$ cat config.mk
export PLATFORM = sky130hd
export DESIGN_NAME = uart_rx_cfg
export DESIGN_NICKNAME = d
export VERILOG_FILES = /design/src/rtl/uart_rx_cfg.sv
export SDC_FILE = /design/constraint.sdc
export NUM_CORES = 1
export LEC_CHECK = 0
export CORE_UTILIZATION = 45
export CTS_BUF_LIST = sky130_fd_sc_hd__clkbuf_2
export CTS_CLUSTER_SIZE = 10
export DETAILED_ROUTE_END_ITERATION = 8
export GPL_TIMING_DRIVEN = 0
export HOLD_SLACK_MARGIN = 0.1
export SYNTH_ARGS = -nofsm -noshare
export SYNTH_HDL_FRONTEND = slang
export SYNTH_SLANG_ARGS = --single-unit
$ cat constraint.sdc
create_clock -name clk -period 11.8 [get_ports clk]
set_input_delay 3.54 -clock clk [delete_from_list [all_inputs] [get_ports clk]]
set_output_delay 3.54 -clock clk [all_outputs]
set_load 0.005 [all_outputs]
$ cat src/rtl/uart_rx_cfg.sv
// UART receiver: programmable baud tick, optional even/odd parity, and a small FWFT FIFO
// that stores each received word with its parity and framing error flags.
module uart_rx_cfg #(
    parameter int DBIT    = 8,
    parameter int SB_TICK = 16,
    parameter int FIFO_W  = 2
) (
    input  logic            clk,
    input  logic            reset,
    input  logic [10:0]     dvsr,
    input  logic [1:0]      parity_mode,
    input  logic            rx,
    input  logic            rd_uart,
    input  logic            err_clr,
    output logic [DBIT-1:0] r_data,
    output logic            r_perr,
    output logic            r_ferr,
    output logic            rx_empty,
    output logic            rx_full,
    output logic            overrun_err,
    output logic [2:0]      o_dbg_state
);

    localparam int SW    = (SB_TICK > 16) ? $clog2(SB_TICK) : 4;
    localparam int NW    = (DBIT > 1) ? $clog2(DBIT) : 1;
    localparam int DEPTH = 2 ** FIFO_W;
    localparam int WW    = DBIT + 2;

    typedef enum logic [2:0] {
        IDLE   = 3'd0,
        START  = 3'd1,
        DATA   = 3'd2,
        PARITY = 3'd3,
        STOP   = 3'd4
    } state_t;

    // Baud tick generator; the >= compare lets a smaller dvsr take effect at once.
    logic [10:0] r_baud;
    logic        w_tick;

    assign w_tick = (dvsr != 11'd0) && (r_baud >= dvsr);

    always_ff @(posedge clk) begin
        if (reset) begin
            r_baud <= 11'd0;
        end else if (r_baud >= dvsr) begin
            r_baud <= 11'd0;
        end else begin
            r_baud <= r_baud + 11'd1;
        end
    end

    logic r_sync1;
    logic r_sync2;
    logic w_rx;

    always_ff @(posedge clk) begin
        if (reset) begin
            r_sync1 <= 1'b1;
            r_sync2 <= 1'b1;
        end else begin
            r_sync1 <= rx;
            r_sync2 <= r_sync1;
        end
    end

    assign w_rx = r_sync2;

    state_t          r_state;
    state_t          w_state_n;
    logic [SW-1:0]   r_s;
    logic [SW-1:0]   w_s_n;
    logic [NW-1:0]   r_n;
    logic [NW-1:0]   w_n_n;
    logic [DBIT-1:0] r_b;
    logic [DBIT-1:0] w_b_n;
    logic [1:0]      r_pmode;
    logic [1:0]      w_pmode_n;
    logic            r_perr_q;
    logic            w_perr_n;
    logic            w_wr;
    logic            w_ferr;
    logic            w_par_on;

    assign w_par_on = (r_pmode == 2'b01) || (r_pmode == 2'b10);

    always_ff @(posedge clk) begin
        if (reset) begin
            r_state  <= IDLE;
            r_s      <= '0;
            r_n      <= '0;
            r_b      <= '0;
            r_pmode  <= 2'b00;
            r_perr_q <= 1'b0;
        end else begin
            r_state  <= w_state_n;
            r_s      <= w_s_n;
            r_n      <= w_n_n;
            r_b      <= w_b_n;
            r_pmode  <= w_pmode_n;
            r_perr_q <= w_perr_n;
        end
    end

    always_comb begin
        w_state_n = r_state;
        w_s_n     = r_s;
        w_n_n     = r_n;
        w_b_n     = r_b;
        w_pmode_n = r_pmode;
        w_perr_n  = r_perr_q;
        w_wr      = 1'b0;
        w_ferr    = 1'b0;
        case (r_state)
            IDLE: begin
                if (!w_rx) begin
                    w_state_n = START;
                    w_s_n     = '0;
                end
            end
            START: begin
                if (w_tick) begin
                    if (r_s == SW'(7)) begin
                        if (!w_rx) begin
                            w_state_n = DATA;
                            w_s_n     = '0;
                            w_n_n     = '0;
                            w_pmode_n = parity_mode;
                            w_perr_n  = 1'b0;
                        end else begin
                            w_state_n = IDLE;
                        end
                    end else begin
                        w_s_n = r_s + SW'(1);
                    end
                end
            end
            DATA: begin
                if (w_tick) begin
                    if (r_s == SW'(15)) begin
                        w_s_n = '0;
                        w_b_n = {w_rx, r_b[DBIT-1:1]};
                        if (r_n == NW'(DBIT - 1)) begin
                            w_state_n = w_par_on ? PARITY : STOP;
                        end else begin
                            w_n_n = r_n + NW'(1);
                        end
                    end else begin
                        w_s_n = r_s + SW'(1);
                    end
                end
            end
            PARITY: begin
                if (w_tick) begin
                    if (r_s == SW'(15)) begin
                        // Even mode flags odd total ones; odd mode flags even total ones.
                        w_perr_n  = (r_pmode == 2'b01) ? (^r_b ^ w_rx) : ~(^r_b ^ w_rx);
                        w_state_n = STOP;
                        w_s_n     = '0;
                    end else begin
                        w_s_n = r_s + SW'(1);
                    end
                end
            end
            STOP: begin
                if (w_tick) begin
                    if (r_s == SW'(SB_TICK - 1)) begin
                        w_wr      = 1'b1;
                        w_ferr    = ~w_rx;
                        w_state_n = IDLE;
                        w_s_n     = '0;
                    end else begin
                        w_s_n = r_s + SW'(1);
                    end
                end
            end
            default: begin
                w_state_n = IDLE;
            end
        endcase
    end

    assign o_dbg_state = r_state;

    // FIFO handshake: a pop happens when rd_uart=1 and rx_empty=0; a write is accepted
    // when not full, or when full with a same-cycle pop, otherwise it is dropped as overrun.
    logic [WW-1:0]     r_mem [DEPTH];
    logic [FIFO_W-1:0] r_wptr;
    logic [FIFO_W-1:0] r_rptr;
    logic [FIFO_W:0]   r_count;
    logic              r_ovr;
    logic              w_empty;
    logic              w_full;
    logic              w_pop;
    logic              w_push;
    logic [WW-1:0]     w_wdata;
    logic [WW-1:0]     w_head;

    assign w_empty = (r_count == '0);
    assign w_full  = (r_count == (FIFO_W + 1)'(DEPTH));
    assign w_pop   = rd_uart & ~w_empty;
    assign w_push  = w_wr & (~w_full | w_pop);
    assign w_wdata = {r_perr_q, w_ferr, r_b};

    always_ff @(posedge clk) begin
        if (w_push) begin
            r_mem[r_wptr] <= w_wdata;
        end
    end

    always_ff @(posedge clk) begin
        if (reset) begin
            r_wptr  <= '0;
            r_rptr  <= '0;
            r_count <= '0;
            r_ovr   <= 1'b0;
        end else begin
            if (w_push) begin
                r_wptr <= r_wptr + FIFO_W'(1);
            end
            if (w_pop) begin
                r_rptr <= r_rptr + FIFO_W'(1);
            end
            case ({w_push, w_pop})
                2'b10:   r_count <= r_count + (FIFO_W + 1)'(1);
                2'b01:   r_count <= r_count - (FIFO_W + 1)'(1);
                default: r_count <= r_count;
            endcase
            if (w_wr && w_full && !w_pop) begin
                r_ovr <= 1'b1;
            end else if (err_clr) begin
                r_ovr <= 1'b0;
            end
        end
    end

    assign w_head      = r_mem[r_rptr];
    assign r_data      = w_empty ? '0 : w_head[DBIT-1:0];
    assign r_ferr      = w_empty ? 1'b0 : w_head[DBIT];
    assign r_perr      = w_empty ? 1'b0 : w_head[DBIT+1];
    assign rx_empty    = w_empty;
    assign rx_full     = w_full;
    assign overrun_err = r_ovr;

endmodule

==> impl_metrics.json, run 1 <==
{
  "drcViolationCount": 0,
  "crit_type": "in -> reg",
  "min_period_ns": 6.26,
  "via_count": 2821,
  "status": "complete, no violations",
  "hpwl_um": 5900,
  "internal_power_uw": 440,
  "skew_ns": 0.0285,
  "max-cap-violations": 0,
  "viasPerCell": 5.27,
  "die_w_um": 99.2,
  "startpoint_type": "input pin",
  "synth_cell_types": 58,
  "diodes": 0,
  "htree_levels": 3,
  "place_area_um2": 4720,
  "finalHoldViolations": 0,
  "peakVddDrop_v": 0.0000745,
  "power.switching_uw": 174,
  "final_cell_area_um2": 4880,
  "seq_power_share": 0.517,
  "grt_max_degree": 17,
  "cts_hold_buf": 0,
  "dp_cells": 519,
  "antenna_left": 0,
  "clk_path_buf_depth": 2,
  "async_flop_share": 0,
  "wire_per_inst_um": 15.1,
  "tns_ns": 0,
  "wl_um": 8060,
  "area_growth_pct": 14.7,
  "p_comb_frac": 0.183,
  "path_max_fanout": 5,
  "syn_area_um2": 4250,
  "fin_cells": 535,
  "clock_sinks": 84,
  "fin_crit_sh": 0.531,
  "ys_seq_area_frac": 0.490,
  "finalMaxSlewViolations": 0,
  "timing.hold.ws_ns": 0.449,
  "cts_made_buffers": 9,
  "fmax_mhz": 160,
  "antenna_found_initial": 0,
  "drt_iter0_drc": 75,
  "critPathArrivalTime_ns": 6.72,
  "cts_tree": "yes",
  "synth_fp_nets": 414,
  "rows": 35,
  "track_usage": 0.183,
  "avgSynthCellArea_um2": 11.3,
  "dieArea_um2": 9840,
  "die_h_um": 99.2,
  "worst_slew_margin_rel": 0.559,
  "grt_overflow": 0,
  "netlist_instances": 375,
  "holdCritPathClass": "reg -> reg",
  "regArea_um2": 2080,
  "clk_pin_slew_ns": 0.25,
  "start_util": 0.462,
  "final_common_cell": "dfxtp_1",
  "power.density_nw_per_um2": 126,
  "ys_seq_elements": 84,
  "grt_pass1_wl_um": 14100,
  "cts_resized": 0,
  "clkPwrFrac": 0.301,
  "gp_congestion": 0.820,
  "clk_latency_ns": 0.55,
  "cp-end-kind": "register",
  "rsz0062_at_grt": "no",
  "swShare": 0.283,
  "grt_pass1_vias": 2901,
  "setup_slack_ns": 5.54,
  "ys_top_cells_by_area": "edfxtp_1, dfxtp_1, ha_1",
  "layout-drive-gt1-share": 0.139,
  "multi_input_area_um2": 2030,
  "tightest_slew_ns": 0.662,
  "core_um2": 9200,
  "final_cell_mix": "dfxtp_1, nor2_1, edfxtp_1, clkdlybuf4s50_1",
  "num-nets-final": 458,
  "post-cts-setup-buffers": 0,
  "drt-pass1-iter-count": 4,
  "setup_viol": 0,
  "synth_top_area_frac": 0.282,
  "yosys_warnings": 0,
  "synth-edff-count": 40,
  "crit_required_ns": 12.26,
  "synth_top_flop_cell": "dfxtp_1",
  "dp_slack_ns": 4.93,
  "io_buffers": 33,
  "ios": 34,
  "cellLeakagePower_uw": 0.00182,
  "fill_cells": 836,
  "yosys.area.top_type": "edfxtp_1",
  "root_buffer": "clkbuf_2"
}
[power by group through the flow]
| stage | Clock (µW) | Combinational, µW | Sequential, µW |
|---|---|---|---|
| floorplan | 0 | 74.8 | 322 |
| global placement | 0 | 113 | 323 |
| detailed placement | 0 | 114 | 323 |
| CTS | 191 | 115 | 317 |
| global route | 199 | 126 | 318 |
| finish | 185 | 112 | 317 |
[layer usage]
metal / track usage / share of wire / wire [µm]
met5: 0 / 0 / 0
met4: 0.0679 / 0.012 / 95
met3: 0.0274 / 0.028 / 227
met2: 0.326 / 0.50 / 4040
met1: 0.226 / 0.46 / 3700
[per-stage QoR]
step	utilization	power (µW)
finish	0.530	614
floorplan	-	396
detailed placement	0.513	438
global route	0.530	644
CTS	0.530	624
global placement	0.513	436
[final timing paths]
| check | from | to | slack [ns] | cells past startpoint |
|---|---|---|---|---|
| max reg2reg | r_baud[5] | r_count[2] | 8.61 | 10 |
| min | r_sync1 | r_sync2 | 0.45 | 1 |
| max | dvsr[6] | r_count[2] | 5.54 | 12 |
| min reg2reg | r_sync1 | r_sync2 | 0.45 | 1 |
[cell usage after synthesis (2+ instances only)]
library cell / count
clkbuf_1: 10
a21o_1: 2
nor4_1: 2
mux2i_1: 13
xor2_1: 7
a21oi_1: 15
o2bb2ai_1: 3
o21a_1: 2
xnor2_1: 14
mux4_2: 10
or2_2: 3
nand2b_1: 8
nand3_1: 13
o21ai_0: 7
mux2_2: 3
buf_2: 6
ha_1: 20
nor3b_1: 2
nor2_1: 40
and3_1: 9
nand2_4: 2
mux2_1: 3
nand2_1: 14
edfxtp_1: 40
and2_1: 2
nand4_1: 3
nor2_2: 2
nor2b_1: 16
a2111oi_4: 2
inv_1: 20
or3_1: 4
nor3_1: 9
dfxtp_1: 44
[flip-flops by register name, indices dropped and copies added (netlist names), 2 cells and up, named ones only]
register	count
r_s	4
r_wptr	2
r_count	3
r_rptr	2
r_mem	40
o_dbg_state	3
r_baud	11
r_pmode	2
r_b	8
r_n	3
[critical path: stages]
cell and delay, ns:
clkdlybuf4s50_1 0.50, inv_1 0.05, ha_1 0.30, and3_4 0.21, a221o_1 0.39, and2_4 0.19, o21ai_4 0.20, nand2_1 0.09
fa_1 0.39, or3_1 0.37, mux2i_1 0.15, mux2_1 0.32
[logic make-up after synthesis]
kind of cell / synth area share
compound gates: 0.0997
mux: 0.0994
fa+ha+maj: 0.0659
xor+xnor: 0.0432
simple gates: 0.169
flops: 0.490
buf+inv: 0.0335
[cell type report]
cell class,count,area share
flip-flops and latches,84,0.427
multi-input cells,255,0.416
repair buffers,33,0.0677
well taps,111,0.0285
clock inverters,7,0.0226
inverters,20,0.0154
plain buffers,16,0.0139
clock buffers,9,0.00924
No activity file was read; power rests on OpenSTA's default activity.
==> run 2, diff against run 1 <==
PLACE_DENSITY = 0.67   (was not set)
clock period = 5.4 ns   (was 11.8 ns; I/O delays follow)
==> run 2 against run 1 <==
Effect of this change: worst hold slack got worse by 0.0017 ns; register-to-register slack got worse by 6.4 ns; final cell count unchanged; utilization fell by 0.27 points; via count fell by 1.1%; largest cell class unchanged; count of clock-buffer cells in the layout unchanged; total power is 140% higher; first-iteration DRC count increased by 2.7%; global-route usage fell by 0.92 points.
==> impl_metrics.json, run 2 (synthesized netlist as in run 1, its figures left out) <==
{
  "drt-pass1-iter-count": 4,
  "cellLeakagePower_uw": 0.00178,
  "rr_startpoint": "r_baud[5]",
  "grtUsageMet3": 0.0274,
  "cts_made_buffers": 9,
  "grt_util_met1": 0.232,
  "crit_type": "in -> reg",
  "worst_slew_margin_rel": 0.593,
  "hpwl_um": 5780,
  "cts_tree": "yes",
  "cts_hold_buf": 0,
  "via_count": 2789,
  "rows": 35,
  "skew_ns": 0.0441,
  "post-cts-setup-buffers": 0,
  "start_util": 0.462,
  "final_cell_mix": "dfxtp_1, nor2_1, edfxtp_1, clkdlybuf4s50_1",
  "setup_viol": 0,
  "clk_path_buf_depth": 2,
  "critPathArrivalTime_ns": 4.84,
  "min_period_ns": 4.39,
  "final_common_cell": "dfxtp_1",
  "largest_reg_flops": 40,
  "dieArea_um2": 9840,
  "drcViolationCount": 0,
  "diodes": 0,
  "startpoint_type": "input pin",
  "finalMaxSlewViolations": 0,
  "fin_crit_sh": 0.814,
  "largest_register": "r_mem",
  "hold_depth": 1,
  "max-cap-violations": 0,
  "fmax_mhz": 228,
  "status": "complete, no violations",
  "met2_usage": 0.286,
  "power.density_nw_per_um2": 303,
  "fill_cells": 838,
  "antenna_found_initial": 0,
  "gp_congestion": 0.818,
  "track_usage": 0.174,
  "clk_latency_ns": 0.53,
  "holdCritPathClass": "reg -> reg",
  "htree_levels": 3,
  "io_buffers": 33,
  "dp_cells": 519,
  "top_regs": "r_mem: 40 flops, r_baud: 11 flops, r_b: 8 flops",
  "busiest_layer": "met2",
  "holdPathEnd": "r_sync2",
  "tightest_slew_ns": 0.610,
  "grt_pass1_vias": 2693,
  "cts_resized": 0,
  "layout-drive-gt1-share": 0.139,
  "wire_per_inst_um": 14.9,
  "path_max_fanout": 5,
  "rr_worst_depth": 10,
  "viasPerCell": 5.21,
  "die_w_um": 99.2,
  "crit_required_ns": 5.85,
  "clk_pin_slew_ns": 0.25,
  "die_h_um": 99.2,
  "peakVddDrop_v": 0.000131,
  "wl_um": 7970,
  "fin_cells": 535,
  "grt_overflow": 0,
  "tns_ns": 0,
  "num-nets-final": 458,
  "r2r_setup_slack_ns": 2.19,
  "cp-startpoint": "dvsr[6]",
  "clock_sinks": 84,
  "ios": 34,
  "antenna_left": 0,
  "area_growth_pct": 14.1,
  "grt_pass1_wl_um": 13400,
  "cp-end-kind": "register",
  "root_buffer": "clkbuf_2",
  "finalHoldViolations": 0,
  "reg2reg_to": "r_count[2]",
  "core_um2": 9200,
  "drt_iter0_drc": 77,
  "rsz0062_at_grt": "no",
  "hp-start": "r_sync1",
  "grt_max_degree": 17
}
## run 2: changes by cell type in the layout (fill, tap and decap cells not counted)
cell	before	now
inv_6	1	2
clkinv_4	2	1
clkinv_2	0	1
bufinv_16	2	1
## run 2: how the worst max path moves through the flow
| stage | endpoint | slack [ns] |
|---|---|---|
| 3_3_place_gp | r_count[2] | 0.49 |
| 4_1_cts | r_count[2] | 1.05 |
| 3_5_place_dp | r_count[2] | 0.44 |
| 2_1_floorplan | r_count[2] | 1.13 |
| 5_1_grt | r_count[2] | 0.94 |
| 6_report | r_count[2] | 1.01 |
## run 2: per-layer routing
layer | vias to the layer above | wire (µm)
met3 | 15 | 163
met2 | 33 | 3820
met1 | 1322 | 3860
li1 | 1419 | -
met5 | - | 0
met4 | 0 | 129
## run 2: layout make-up
type | instances | area [µm²] | share of cell area
flip-flops and latches | 84 | 2080 | 0.429
multi-input cells | 255 | 2030 | 0.418
repair buffers | 33 | 330 | 0.0681
well taps | 111 | 139 | 0.0286
clock inverters | 7 | 85.1 | 0.0175
inverters | 20 | 75.1 | 0.0155
plain buffers | 16 | 67.6 | 0.0139
clock buffers | 9 | 45.0 | 0.00928
## run 2: where the power goes
group	switching, µW	total [µW]	internal (µW)
sequential	12.8	693	680
clock	238	352	114
combinational	169	427	258
## run 2: worst max-delay path, stage by stage
cell             delay, ns
clkdlybuf4s50_1       0.50
inv_1                 0.06
ha_1                  0.31
and3_4                0.21
a221o_1               0.40
and2_4                0.19
o21ai_4               0.20
nand2_1               0.09
fa_1                  0.39
or3_1                 0.37
mux2i_1               0.17
mux2_1                0.34
## run 2: through the flow
stage                     setup WS, ns  hold WS, ns  area, µm²  total power (µW)  utilization
after floorplan                   1.13        0.389       4250               942            -
after global placement           0.492        0.394       4720              1130        0.513
after detailed placement         0.439        0.401       4720              1140        0.513
after CTS                         1.05        0.453       4850              1490        0.528
after global routing             0.945        0.494       4850              1560        0.528
final                             1.01        0.447       4850              1470        0.528
==> run 3, diff against run 2 <==
PLACE_DENSITY = not set   (was 0.67)
clock period = 4.1 ns   (was 5.4 ns; I/O delays follow)
==> results of run 3 <==
The final DEF is identical to that of run 1. Status: complete, no violations.
Main changes from that run: setup slack after placement 4.93 ns -> -0.459 ns; setup slack after layout 5.54 ns -> 0.150 ns; register-to-register setup slack 8.61 ns -> 0.91 ns; total power 614 µW -> 2000 µW; worst IR drop on VDD 0.0000745 V -> 0.000219 V
